==> config.mk <==
export PLATFORM = sky130hd
export DESIGN_NAME = rr_mux4_arbiter_flat
export DESIGN_NICKNAME = d
export VERILOG_FILES = /design/src/rtl/rr_mux4_arbiter_if.sv /design/src/rtl/rr_mux4_arbiter.sv /design/src/flat_wrapper.sv
export SDC_FILE = /design/constraint.sdc
export NUM_CORES = 1
export LEC_CHECK = 0
export BUFFER_PORTS_ARGS = -buffer_cell sky130_fd_sc_hd__buf_2
export CORE_UTILIZATION = 41
export DETAILED_ROUTE_END_ITERATION = 12
export GPL_TIMING_DRIVEN = 0
export SLEW_MARGIN = 40
export SYNTH_ARGS = -nofsm -noshare
export SYNTH_HDL_FRONTEND = slang
export SYNTH_SLANG_ARGS = --single-unit
==> constraint.sdc <==
create_clock -name clk -period 4.3 [get_ports clk]
set_clock_uncertainty 0.15 [all_clocks]
set_input_delay 1.29 -clock clk [delete_from_list [all_inputs] [get_ports clk]]
set_output_delay 1.29 -clock clk [all_outputs]
set_load 0.01 [all_outputs]
==> src/rtl/rr_mux4_arbiter_if.sv <==
// Bundle of requester-side and mux-side signals for the 4-lane round-robin arbiter.
// The master side owns the requests and lane data; the slave side (the arbiter)
// returns the grant, mux select and registered data.
interface rr_mux4_arbiter_if #(
    parameter int unsigned W = 1
);
    logic [3:0]     req;
    logic [4*W-1:0] din;
    logic [3:0]     gnt;
    logic           s1;
    logic           s0;
    logic           busy;
    logic [W-1:0]   dout;
    logic           dout_vld;

    modport master (
        output req,
        output din,
        input  gnt,
        input  s1,
        input  s0,
        input  busy,
        input  dout,
        input  dout_vld
    );

    modport slave (
        input  req,
        input  din,
        output gnt,
        output s1,
        output s0,
        output busy,
        output dout,
        output dout_vld
    );
endinterface

==> src/rtl/rr_mux4_arbiter.sv <==
// Round-robin arbiter driving a shared 4:1 mux.
// Produces a registered one-hot grant, the matching select pair {s1,s0}, and a
// registered copy of the owner's lane data one cycle after the grant. A hold
// limit forces rotation when the owner has held the mux for MAX_HOLD cycles
// while another lane is waiting. MAX_HOLD must lie in 1..15.
module rr_mux4_arbiter #(
    parameter int unsigned W        = 1,
    parameter int unsigned MAX_HOLD = 4
) (
    input logic                 clk,
    input logic                 rst,
    rr_mux4_arbiter_if.slave    bus
);

    typedef enum logic [0:0] {
        StIdle,
        StGrant
    } state_e;

    // Last hold count value before the owner must yield to a contender.
    localparam logic [3:0] HoldLast = 4'(MAX_HOLD - 1);

    state_e         state_q, state_d;
    logic [1:0]     ptr_q, ptr_d;     // last (or current) owner
    logic [3:0]     hold_q, hold_d;
    logic [3:0]     gnt_q, gnt_d;
    logic [1:0]     sel_q, sel_d;
    logic [W-1:0]   dout_q, dout_d;
    logic           vld_q, vld_d;

    logic           found;
    logic [1:0]     winner;
    logic           owner_req;
    logic           others_req;

    // Round-robin search: ptr+1, ptr+2, ptr+3, then ptr itself (2-bit wrap).
    always_comb begin
        found  = 1'b0;
        winner = ptr_q;
        for (int i = 1; i <= 4; i++) begin
            if (!found && bus.req[ptr_q + 2'(i)]) begin
                found  = 1'b1;
                winner = ptr_q + 2'(i);
            end
        end
    end

    // Owner's own request and whether any other lane is contending.
    always_comb begin
        owner_req  = bus.req[ptr_q];
        others_req = |(bus.req & ~(4'b0001 << ptr_q));
    end

    // Next-state logic: grant, keep, rotate or release.
    always_comb begin
        state_d = state_q;
        ptr_d   = ptr_q;
        hold_d  = hold_q;
        gnt_d   = gnt_q;
        sel_d   = sel_q;

        unique case (state_q)
            StIdle: begin
                if (found) begin
                    gnt_d   = 4'b0001 << winner;
                    sel_d   = winner;
                    ptr_d   = winner;
                    hold_d  = 4'd0;
                    state_d = StGrant;
                end
            end
            StGrant: begin
                if (bus.req == 4'b0000) begin
                    // Release: select lines and ptr keep their last value.
                    gnt_d   = 4'b0000;
                    state_d = StIdle;
                end else if (owner_req && ((hold_q < HoldLast) || !others_req)) begin
                    // Keep; the count saturates so a lone owner holds indefinitely.
                    if (hold_q < HoldLast) begin
                        hold_d = hold_q + 4'd1;
                    end
                end else begin
                    // Rotate without an idle bubble; req != 0 guarantees a winner.
                    gnt_d  = 4'b0001 << winner;
                    sel_d  = winner;
                    ptr_d  = winner;
                    hold_d = 4'd0;
                end
            end
            default: begin
                gnt_d   = 4'b0000;
                state_d = StIdle;
            end
        endcase
    end

    // Datapath: capture the current owner's lane while a grant is active.
    always_comb begin
        dout_d = '0;
        vld_d  = |gnt_q;
        if (|gnt_q) begin
            dout_d = bus.din[32'(ptr_q) * W +: W];
        end
    end

    // State and output registers; reset favours lane 0 on the first arbitration.
    always_ff @(posedge clk or posedge rst) begin
        if (rst) begin
            state_q <= StIdle;
            ptr_q   <= 2'b11;
            hold_q  <= 4'd0;
            gnt_q   <= 4'b0000;
            sel_q   <= 2'b00;
            dout_q  <= '0;
            vld_q   <= 1'b0;
        end else begin
            state_q <= state_d;
            ptr_q   <= ptr_d;
            hold_q  <= hold_d;
            gnt_q   <= gnt_d;
            sel_q   <= sel_d;
            dout_q  <= dout_d;
            vld_q   <= vld_d;
        end
    end

    assign bus.gnt      = gnt_q;
    assign bus.s1       = sel_q[1];
    assign bus.s0       = sel_q[0];
    assign bus.busy     = |gnt_q;
    assign bus.dout     = dout_q;
    assign bus.dout_vld = vld_q;

endmodule

==> src/flat_wrapper.sv <==
// flat-port wrapper written by rule: the top's interface ports become plain ports
module rr_mux4_arbiter_flat 
#(
    parameter int unsigned W        = 1,
    parameter int unsigned MAX_HOLD = 4
)
  (clk, rst, bus_req, bus_din, bus_gnt, bus_s1, bus_s0, bus_busy, bus_dout, bus_dout_vld);
  rr_mux4_arbiter_if #(.W(W)) bus_i ();
  input logic clk;
  input logic rst;
  input wire logic [$bits(bus_i.req)-1:0] bus_req;
  input wire logic [$bits(bus_i.din)-1:0] bus_din;
  output wire logic [$bits(bus_i.gnt)-1:0] bus_gnt;
  output wire logic [$bits(bus_i.s1)-1:0] bus_s1;
  output wire logic [$bits(bus_i.s0)-1:0] bus_s0;
  output wire logic [$bits(bus_i.busy)-1:0] bus_busy;
  output wire logic [$bits(bus_i.dout)-1:0] bus_dout;
  output wire logic [$bits(bus_i.dout_vld)-1:0] bus_dout_vld;
  assign bus_i.req = bus_req;
  assign bus_i.din = bus_din;
  assign bus_gnt = bus_i.gnt;
  assign bus_s1 = bus_i.s1;
  assign bus_s0 = bus_i.s0;
  assign bus_busy = bus_i.busy;
  assign bus_dout = bus_i.dout;
  assign bus_dout_vld = bus_i.dout_vld;
  rr_mux4_arbiter #(.W(W), .MAX_HOLD(MAX_HOLD)) u_core (.clk(clk), .rst(rst), .bus(bus_i));
endmodule
==> impl_metrics.env, run 1 <==
export IMPL_drt_total_wl_mm=1.86
export IMPL_synthAdderAreaFrac_pct=6.62
export IMPL_required_ps=4300
export IMPL_status="finished, violations left"
export IMPL_clkTransAtPathRegs_ps=80
export IMPL_seqPwrFrac_pct=29.6
export IMPL_dp_slack_ps=889
export IMPL_layout_commonest_cell="buf_2"
export IMPL_layout_common_cells="buf_2, nand2_1, dfrtp_1"
export IMPL_rows=17
export IMPL_die_w_um=50
export IMPL_antenna_left=0
export IMPL_clock_sinks=15
export IMPL_timing_worst_slew_pin_value_ps=548
export IMPL_vias_per_cell=5.22
export IMPL_use_met2_pct=28.2
export IMPL_clockRootBuffer="clkbuf_4"
export IMPL_ir_drop_v=0.000427
export IMPL_violations="design-rule violations"
export IMPL_grt_overflow=0
export IMPL_p_switching_uw=367
export IMPL_cts_buffers=3
export IMPL_vias=705
export IMPL_drt_iter0_drc=16
export IMPL_setup_slack_ps=988
export IMPL_remaining_drc_errors=2
export IMPL_ys_warn_count=0
export IMPL_final_layout_size_suffix_gt1_share_pct=30.8
export IMPL_place_inst=131
export IMPL_path_max_fanout=10
export IMPL_cp_arrival_ps=3310
export IMPL_pin_count=19
export IMPL_cap_violations=0
export IMPL_fin_nets=123
export IMPL_hold_buffers=0
export IMPL_powerDensity_mw_per_mm2=765
export IMPL_cp_end_kind="flip-flop"
export IMPL_htree_levels=1
export IMPL_cts_tree="done"
export IMPL_synth_xor_area_share_pct=1.85
export IMPL_p_int_uw=468
export IMPL_core_mm2=0.00219
export IMPL_start_util_pct=43.1
export IMPL_final_period_utilization_pct=77.0
export IMPL_postCtsSetupRepairBufs=0
export IMPL_synth_mux_area_share_pct=14.2
export IMPL_worstSetupPathType="flip-flop to flip-flop"
export IMPL_pwr_share_clk_pct=9.4
export IMPL_worst_skew_pair_late_latency_ps=280
export IMPL_fmax_mhz=302
export IMPL_met1_usage_pct=20.8
export IMPL_ys_ff_latch=15
export IMPL_power_leakage_uw=0.000512
export IMPL_synth_simple_area_share_pct=16.7
export IMPL_hp_class="flip-flop to flip-flop"
export IMPL_setup_viol=0
export IMPL_grt_start_max_net_pins=16
export IMPL_syn_area_um2=945
export IMPL_synth_compound_area_share_pct=15.6
export IMPL_antenna_cells=0
export IMPL_start_kind="flip-flop"
export IMPL_yosysUniqueCellTypes=30
export IMPL_firstDrtPassIters=8
export IMPL_stdcell_count=135
export IMPL_die_area_mm2=0.00250
export IMPL_hold_viol=0
export IMPL_first_global_vias=692
export IMPL_slew_headroom_pct=63.4
export IMPL_grt_pass1_wl_mm=3.11
export IMPL_synth_top_family_by_area="simple AND/OR/NAND/NOR gates"
export IMPL_grtUsageMet3_pct=3.70
export IMPL_fin_crit_ps=3310
export IMPL_antenna_found_initial=0
export IMPL_ys_seq_area_share_pct=40.0
export IMPL_maxSlewViolCount=0
export IMPL_syn_avg_cell_area_um2=11.0
export IMPL_holdWs_ps=332
export IMPL_syn_to_final_growth_pct=15.6
export IMPL_wire_per_inst_um=13.8
export IMPL_synth_nets=101
export IMPL_top_usage_layer="met2"
export IMPL_synth_cells=86
export IMPL_clk_path_buf_depth=2
export IMPL_power_uw=836
export IMPL_port_buffers=17
export IMPL_dpl_hpwl_mm=1.45
export IMPL_final_setup_tns_ps=0
export IMPL_cts_resized_gates=0
export IMPL_swShare_pct=44.0
export IMPL_die_height_um=50
export IMPL_grt_setup_unrepaired="false"
export IMPL_gp_congestion=0.776
export IMPL_combPwrFrac_pct=60.9
export IMPL_grtUsageTotal_pct=16.6
==> layer usage <==
layer / routed length [um] / share of wire [%]
met1: 835 / 45
met2: 968 / 52
met3: 41 / 2.2
met4: 16 / 0.86
met5: 0 / 0
==> cell type report <==
cell class | count | area, um2
clock buffers | 3 | 22.5
well taps | 28 | 35.0
multi-input cells | 61 | 519
inverters | 6 | 22.5
clock inverters | 1 | 5.00
plain buffers | 4 | 25.0
repair buffers | 17 | 85.1
fillers | 214 | 1100
flip-flops and latches | 15 | 378
==> state kept, by name, indices dropped and copies added (netlist names) <==
signal / count
u_core.bus.gnt: 4
u_core.sel_q: 2
u_core.state_q: 1
u_core.ptr_q: 2
u_core.bus.dout: 1
u_core.hold_q: 4
u_core.bus.dout_vld: 1
==> power groups by stage <==
stage	clock network, uW	logic, uW	registers (uW)
floorplan	0	378	258
global placement	0	498	249
detailed placement	0	512	252
CTS	81.9	513	248
global route	88.0	572	253
finish	78.9	509	247
==> logic make-up after synthesis <==
group	count (synthesis)
flip-flops	15
AND/OR/NAND/NOR	30
buffers and inverters	10
AO/OA/AOI/OAI	18
adder cells (fa/ha/maj)	5
multiplexers	6
XOR/XNOR	2
==> path summary, 6_finish.rpt <==
| path | start | endpoint | slack [ps] | depth (start not counted) |
|---|---|---|---|---|
| min | u_core.sel_q[1] | u_core.sel_q[1] | 330 | 2 |
| max in group asynchronous | rst | u_core.ptr_q[1] | 2740 | 2 |
| max reg2reg | u_core.ptr_q[0] | u_core.bus.gnt[3] | 990 | 9 |
| min in group asynchronous | rst | u_core.hold_q[2] | 890 | 2 |
| min reg2reg | u_core.sel_q[1] | u_core.sel_q[1] | 330 | 2 |
| max | u_core.ptr_q[0] | u_core.bus.gnt[3] | 990 | 9 |
==> synth_stat cells <==
master | count | share of area [%]
o21ai_4 | 1 | 1.7
o21ai_1 | 1 | 0.53
or4b_2 | 1 | 1.1
nor2_2 | 1 | 0.66
dfstp_2 | 2 | 5.6
inv_1 | 6 | 2.4
a2111oi_4 | 1 | 2.9
a41oi_1 | 1 | 0.93
and2_1 | 3 | 2.0
nand2b_1 | 5 | 3.3
a22o_1 | 2 | 1.9
o21ai_0 | 6 | 3.2
buf_2 | 2 | 1.1
clkbuf_1 | 1 | 0.40
o31ai_1 | 1 | 0.79
mux4_1 | 3 | 8.3
nand3_1 | 2 | 1.1
dfrtp_1 | 13 | 34
a31oi_1 | 1 | 0.66
nand2_1 | 13 | 5.2
a21oi_1 | 2 | 1.1
mux2i_1 | 1 | 1.1
buf_6 | 1 | 1.2
o22ai_1 | 1 | 0.66
mux4_2 | 2 | 4.8
or4_1 | 3 | 2.4
nor3_1 | 2 | 1.1
xnor2_1 | 2 | 1.9
ha_1 | 5 | 6.6
o22ai_2 | 1 | 1.3
==> metrics by stage <==
stage	instance area, um2	utilization [%]
after CTS	1090	49.9
final	1090	49.9
after global placement	1060	48.6
after global routing	1090	49.9
after detailed placement	1060	48.6
after floorplan	945	-
==> critical path, cell delays in order, from the launching register on <==
cell and delay (ps):
dfstp_2 620, buf_2 260, inv_1 160, ha_1 390, mux4_2 520, or4_1 460
buf_2 170, o21ai_4 120, nand2b_1 220, o21ai_0 100
Note: power is estimated with default switching activity, not from simulation.
==> inputs of run 2 (changes only) <==
==> constraint.sdc (replaced) <==
create_clock -name clk -period 3.4 [get_ports clk]
set_clock_uncertainty 0.15 [all_clocks]
set_input_delay 1.02 -clock clk [delete_from_list [all_inputs] [get_ports clk]]
set_output_delay 1.02 -clock clk [all_outputs]
set_load 0.01 [all_outputs]
==> impl_metrics.env, run 2 (synthesized netlist as in run 1, its figures left out) <==
export IMPL_r2r_cells=9
export IMPL_powerDensity_mw_per_mm2=976
export IMPL_first_global_vias=692
export IMPL_fmax_mhz=312
export IMPL_start_util_pct=43.1
export IMPL_fin_nets=122
export IMPL_grt_start_max_net_pins=16
export IMPL_port_buffers=17
export IMPL_slowest_stage="dfstp_2"
export IMPL_drt_iter0_drc=15
export IMPL_vias_per_cell=5.23
export IMPL_syn_to_final_growth_pct=16.8
export IMPL_final_layout_size_suffix_gt1_share_pct=32.1
export IMPL_final_period_utilization_pct=94.2
export IMPL_pin_count=19
export IMPL_vias=701
export IMPL_setup_viol=0
export IMPL_htree_levels=1
export IMPL_final_setup_tns_ps=0
export IMPL_clk_path_buf_depth=2
export IMPL_postCtsSetupRepairBufs=0
export IMPL_grt_overflow=0
export IMPL_clock_sinks=15
export IMPL_core_mm2=0.00219
export IMPL_drt_total_wl_mm=1.85
export IMPL_status="finished, violations left"
export IMPL_grt_pass1_wl_mm=3.11
export IMPL_combPwrFrac_pct=60.2
export IMPL_hold_buffers=0
export IMPL_slew_headroom_pct=63.4
export IMPL_start_kind="flip-flop"
export IMPL_cp_end_kind="flip-flop"
export IMPL_power_leakage_uw=0.000512
export IMPL_wire_per_inst_um=13.8
export IMPL_worst_path_largest_cell_delay_ps=620
export IMPL_hold_end="u_core.sel_q[1]"
export IMPL_fin_crit_ps=3200
export IMPL_maxSlewViolCount=0
export IMPL_dp_slack_ps=108
export IMPL_seqPwrFrac_pct=30.5
export IMPL_antenna_left=0
export IMPL_regArea_um2=378
export IMPL_worst_skew_pair_late_latency_ps=280
export IMPL_nFillCells=214
export IMPL_cp_arrival_ps=3200
export IMPL_cts_tree="done"
export IMPL_firstDrtPassIters=8
export IMPL_die_height_um=50
export IMPL_layout_common_cells="buf_2, nand2_1, dfrtp_1"
export IMPL_die_area_mm2=0.00250
export IMPL_dpl_hpwl_mm=1.45
export IMPL_crit_chain="clkbuf_4 > inv_1 > ha_4 > mux4_2 > or4_1 > buf_2 > o21ai_4 > nand2b_1 > o21ai_0"
export IMPL_clockRootBuffer="clkbuf_4"
export IMPL_grtUsageTotal_pct=16.6
export IMPL_worstHoldStart="u_core.sel_q[1]"
export IMPL_ir_drop_v=0.000544
export IMPL_r2r_start="u_core.ptr_q[0]"
export IMPL_r2r_end="u_core.bus.gnt[3]"
export IMPL_hp_class="flip-flop to flip-flop"
export IMPL_setup_slack_ps=196
export IMPL_hold_viol=0
export IMPL_p_int_uw=607
export IMPL_required_ps=3390
export IMPL_multiInputGateArea_um2=532
export IMPL_die_w_um=50
export IMPL_p_switching_uw=470
export IMPL_hold_path_depth=2
export IMPL_fin_util_pct=50.4
export IMPL_pwr_share_clk_pct=9.3
export IMPL_swShare_pct=43.6
export IMPL_cap_violations=0
export IMPL_gp_congestion=0.776
export IMPL_violations="design-rule violations"
export IMPL_timing_worst_slew_pin_value_ps=549
export IMPL_rows=17
export IMPL_worstSetupPathType="flip-flop to flip-flop"
export IMPL_layout_commonest_cell="buf_2"
export IMPL_rrSetupSlack_ps=200
export IMPL_clkTransAtPathRegs_ps=80
export IMPL_cts_buffers=3
export IMPL_antenna_cells=0
export IMPL_grt_setup_unrepaired="false"
export IMPL_remaining_drc_errors=2
export IMPL_path_max_fanout=10
export IMPL_antenna_found_initial=0
-- run 2: changes by cell type in the layout (fill, tap and decap cells not counted) --
cell and delta:
buf_2 -1, ha_1 -1, clkbuf_4 +1, ha_4 +1
clkbuf_1 -1
-- run 2: repair_timing --
action / 4_1_cts / 5_1_grt
endpoints found under the setup margin: 0 / 6
gates resized for setup: 0 / 2
endpoints found under the hold margin: 0 / 0
-- run 2: final cells by class --
cell class | instances | area share, %
multi-input combinational | 61 | 48.2
sequential | 15 | 34.2
timing repair buffer | 17 | 7.71
tap | 28 | 3.17
buffer | 3 | 2.15
clock buffer | 3 | 2.04
inverter | 6 | 2.04
clock inverter | 1 | 0.454
-- run 2: stage by stage --
stage / instance area (um2) / hold slack (ps) / total power [uW] / cells
floorplan: 945 / 301 / 804 / 86
global placement: 1060 / 310 / 945 / 131
detailed placement: 1060 / 317 / 965 / 131
CTS: 1090 / 338 / 1070 / 135
global route: 1100 / 351 / 1180 / 134
finish: 1100 / 333 / 1080 / 134
-- run 2: how the worst max path moves through the flow --
stage | from | end | slack [ps] | depth (start not counted)
6_report | u_core.ptr_q[0] | u_core.bus.gnt[3] | 200 | 9
5_1_grt | u_core.ptr_q[0] | u_core.bus.gnt[3] | 60 | 9
4_1_cts | u_core.ptr_q[0] | u_core.bus.gnt[3] | 80 | 9
2_1_floorplan | u_core.ptr_q[0] | u_core.bus.gnt[1] | 360 | 9
3_3_place_gp | u_core.ptr_q[0] | u_core.bus.gnt[3] | 120 | 9
3_5_place_dp | u_core.ptr_q[0] | u_core.bus.gnt[2] | 110 | 9
-- run 2: power groups by stage --
stage / sequential (uW) / clock (uW) / combinational, uW
3_5_place_dp: 318 / 0 / 647
6_report: 328 / 100 / 649
4_1_cts: 314 / 104 / 648
3_3_place_gp: 315 / 0 / 630
2_1_floorplan: 326 / 0 / 478
5_1_grt: 338 / 111 / 730
-- run 2: metal layers --
metal | wire (um) | up-vias | track usage [%]
met1 | 834 | 338 | 20.8
li1 | - | 350 | -
met2 | 957 | 11 | 28.2
met4 | 16 | 0 | 4.29
met3 | 41 | 2 | 3.70
met5 | 0 | - | 0
-- run 2: worst max-delay path, delay by kind of cell, from the launching register on --
kind                       cells  cell delay, ps
and+or+nand+nor                2             680
buffers and inverters          3             570
adders and majority gates      1             320
muxes                          1             500
AOI/OAI and AO/OA              2             230
DFF                            1             620
==> inputs of run 3 (changes only) <==
--- a/config.mk
+++ b/config.mk
@@ -6,6 +6,8 @@
 export NUM_CORES = 1
 export LEC_CHECK = 0
 export BUFFER_PORTS_ARGS = -buffer_cell sky130_fd_sc_hd__buf_2
+export CAP_MARGIN = 25
+export CORE_ASPECT_RATIO = 1.1
 export CORE_UTILIZATION = 41
 export DETAILED_ROUTE_END_ITERATION = 12
 export GPL_TIMING_DRIVEN = 0
==> constraint.sdc (replaced) <==
create_clock -name clk -period 2.7 [get_ports clk]
set_clock_uncertainty 0.15 [all_clocks]
set_input_delay 0.81 -clock clk [delete_from_list [all_inputs] [get_ports clk]]
set_output_delay 0.81 -clock clk [all_outputs]
set_load 0.01 [all_outputs]
==> impl_metrics.env, run 3 (synthesized netlist as in run 1, its figures left out) <==
export IMPL_stdcell_count=143
export IMPL_htree_levels=1
export IMPL_p_int_uw=924
export IMPL_port_buffers=17
export IMPL_hold_viol=0
export IMPL_start_kind="flip-flop"
export IMPL_p_switching_uw=634
export IMPL_clkTransAtPathRegs_ps=80
export IMPL_layout_common_cells="buf_2, nand2_1, dfrtp_1"
export IMPL_wire_per_inst_um=12.7
export IMPL_slew_headroom_pct=59.5
export IMPL_layout_commonest_cell="buf_2"
export IMPL_final_period_utilization_pct=99.9
export IMPL_clk_path_buf_depth=2
export IMPL_first_global_vias=724
export IMPL_pwr_share_clk_pct=7.9
export IMPL_cap_violations=0
export IMPL_fin_crit_ps=2700
export IMPL_clockRootBuffer="clkbuf_4"
export IMPL_die_area_mm2=0.00250
export IMPL_ir_drop_v=0.000660
export IMPL_vias_per_cell=5.13
export IMPL_dp_slack_ps=-387
export IMPL_hp_class="flip-flop to flip-flop"
export IMPL_dpl_hpwl_mm=1.31
export IMPL_swShare_pct=40.7
export IMPL_remaining_drc_errors=0
export IMPL_cts_buffers=3
export IMPL_powerDensity_mw_per_mm2=1290
export IMPL_status="finished, final reports clean"
export IMPL_die_w_um=47.8
export IMPL_path_max_fanout=5
export IMPL_antenna_left=0
export IMPL_grt_overflow=0
export IMPL_multiInputGateArea_um2=551
export IMPL_worstSetupPathType="flip-flop to flip-flop"
export IMPL_fin_nets=131
export IMPL_die_height_um=52.3
export IMPL_cp_arrival_ps=2720
export IMPL_grt_start_max_net_pins=16
export IMPL_core_mm2=0.00208
export IMPL_pin_count=19
export IMPL_maxSlewViolCount=0
export IMPL_combPwrFrac_pct=67.6
export IMPL_power_uw=1560
export IMPL_grt_pass1_wl_mm=3.13
export IMPL_vias=734
export IMPL_firstDrtPassIters=4
export IMPL_nFillCells=205
export IMPL_grtUsageTotal_pct=17.8
export IMPL_power_leakage_uw=0.000563
export IMPL_rows=17
export IMPL_seqPwrFrac_pct=24.5
export IMPL_antenna_cells=0
export IMPL_antenna_found_initial=0
export IMPL_worst_skew_pair_late_latency_ps=280
export IMPL_gp_congestion=0.712
export IMPL_cp_end_kind="flip-flop"
export IMPL_setup_viol=0
export IMPL_cts_tree="done"
export IMPL_fmax_mhz=371
export IMPL_drt_total_wl_mm=1.81
export IMPL_start_util_pct=45.3
export IMPL_grt_setup_unrepaired="true"
export IMPL_regArea_um2=378
export IMPL_required_ps=2720
export IMPL_drt_iter0_drc=5
export IMPL_place_inst=131
export IMPL_timing_worst_slew_pin_value_ps=600
export IMPL_setup_slack_ps=2.98
export IMPL_final_layout_size_suffix_gt1_share_pct=39.1
export IMPL_syn_to_final_growth_pct=27.9
export IMPL_clock_sinks=15
-- run 3: final timing paths --
| path | from | to | slack [ps] | depth (start not counted) |
|---|---|---|---|---|
| max in group asynchronous | rst | u_core.ptr_q[0] | 1620 | 2 |
| min in group asynchronous | rst | u_core.hold_q[3] | 410 | 2 |
| worst max-delay path | u_core.ptr_q[0] | u_core.bus.gnt[1] | 3 | 8 |
| worst min register to register | u_core.sel_q[1] | u_core.sel_q[1] | 330 | 2 |
| worst max register to register | u_core.ptr_q[0] | u_core.bus.gnt[1] | 3 | 8 |
| worst min-delay path | u_core.sel_q[1] | u_core.sel_q[1] | 330 | 2 |
-- run 3: power groups by stage --
stage	clock network, uW	registers, uW	logic, uW
finish	123	382	1050
global route	138	395	1170
detailed placement	0	400	852
CTS	129	381	1030
floorplan	0	412	647
global placement	0	400	845
-- run 3: worst max-delay path: stages, from the launching register on --
cell	delay (ps)
dfstp_2	550
buf_6	100
clkinvlp_4	110
ha_4	300
mux4_2	510
or4_4	480
o21ai_4	120
nor2_2	60
a22o_1	210
-- run 3: what timing repair did --
item	CTS	global route
buffers inserted	8	1
gates resized for setup	5	5
hold buffers	0	0
pin swaps	1	0
endpoints found under the hold margin	0	0
setup endpoints to repair	12	9
-- run 3: cell type report --
cell class | count | share of cell area, %
tap | 28 | 2.90
clock buffer | 4 | 2.17
buffer | 3 | 3.00
sequential | 15 | 31.3
inverter | 6 | 2.17
timing repair buffer | 26 | 12.9
multi-input combinational | 61 | 45.5
-- run 3: metal layers --
| layer | share of wire [%] | track usage, % |
|---|---|---|
| met5 | 0 | 0 |
| met4 | 1.2 | 9.72 |
| met3 | 2.1 | 2.07 |
| met2 | 51 | 27.3 |
| met1 | 46 | 23.6 |
-- run 3: metrics by stage --
step                cell area, um2  setup TNS, ps  utilization [%]  hold slack, ps
floorplan                      975           -801                -             301
global placement              1090          -3210             52.5             310
detailed placement            1090          -3020             52.5             313
CTS                           1200              0             57.4             330
global route                  1210           -405             58.0             364
finish                        1210              0             58.0             326
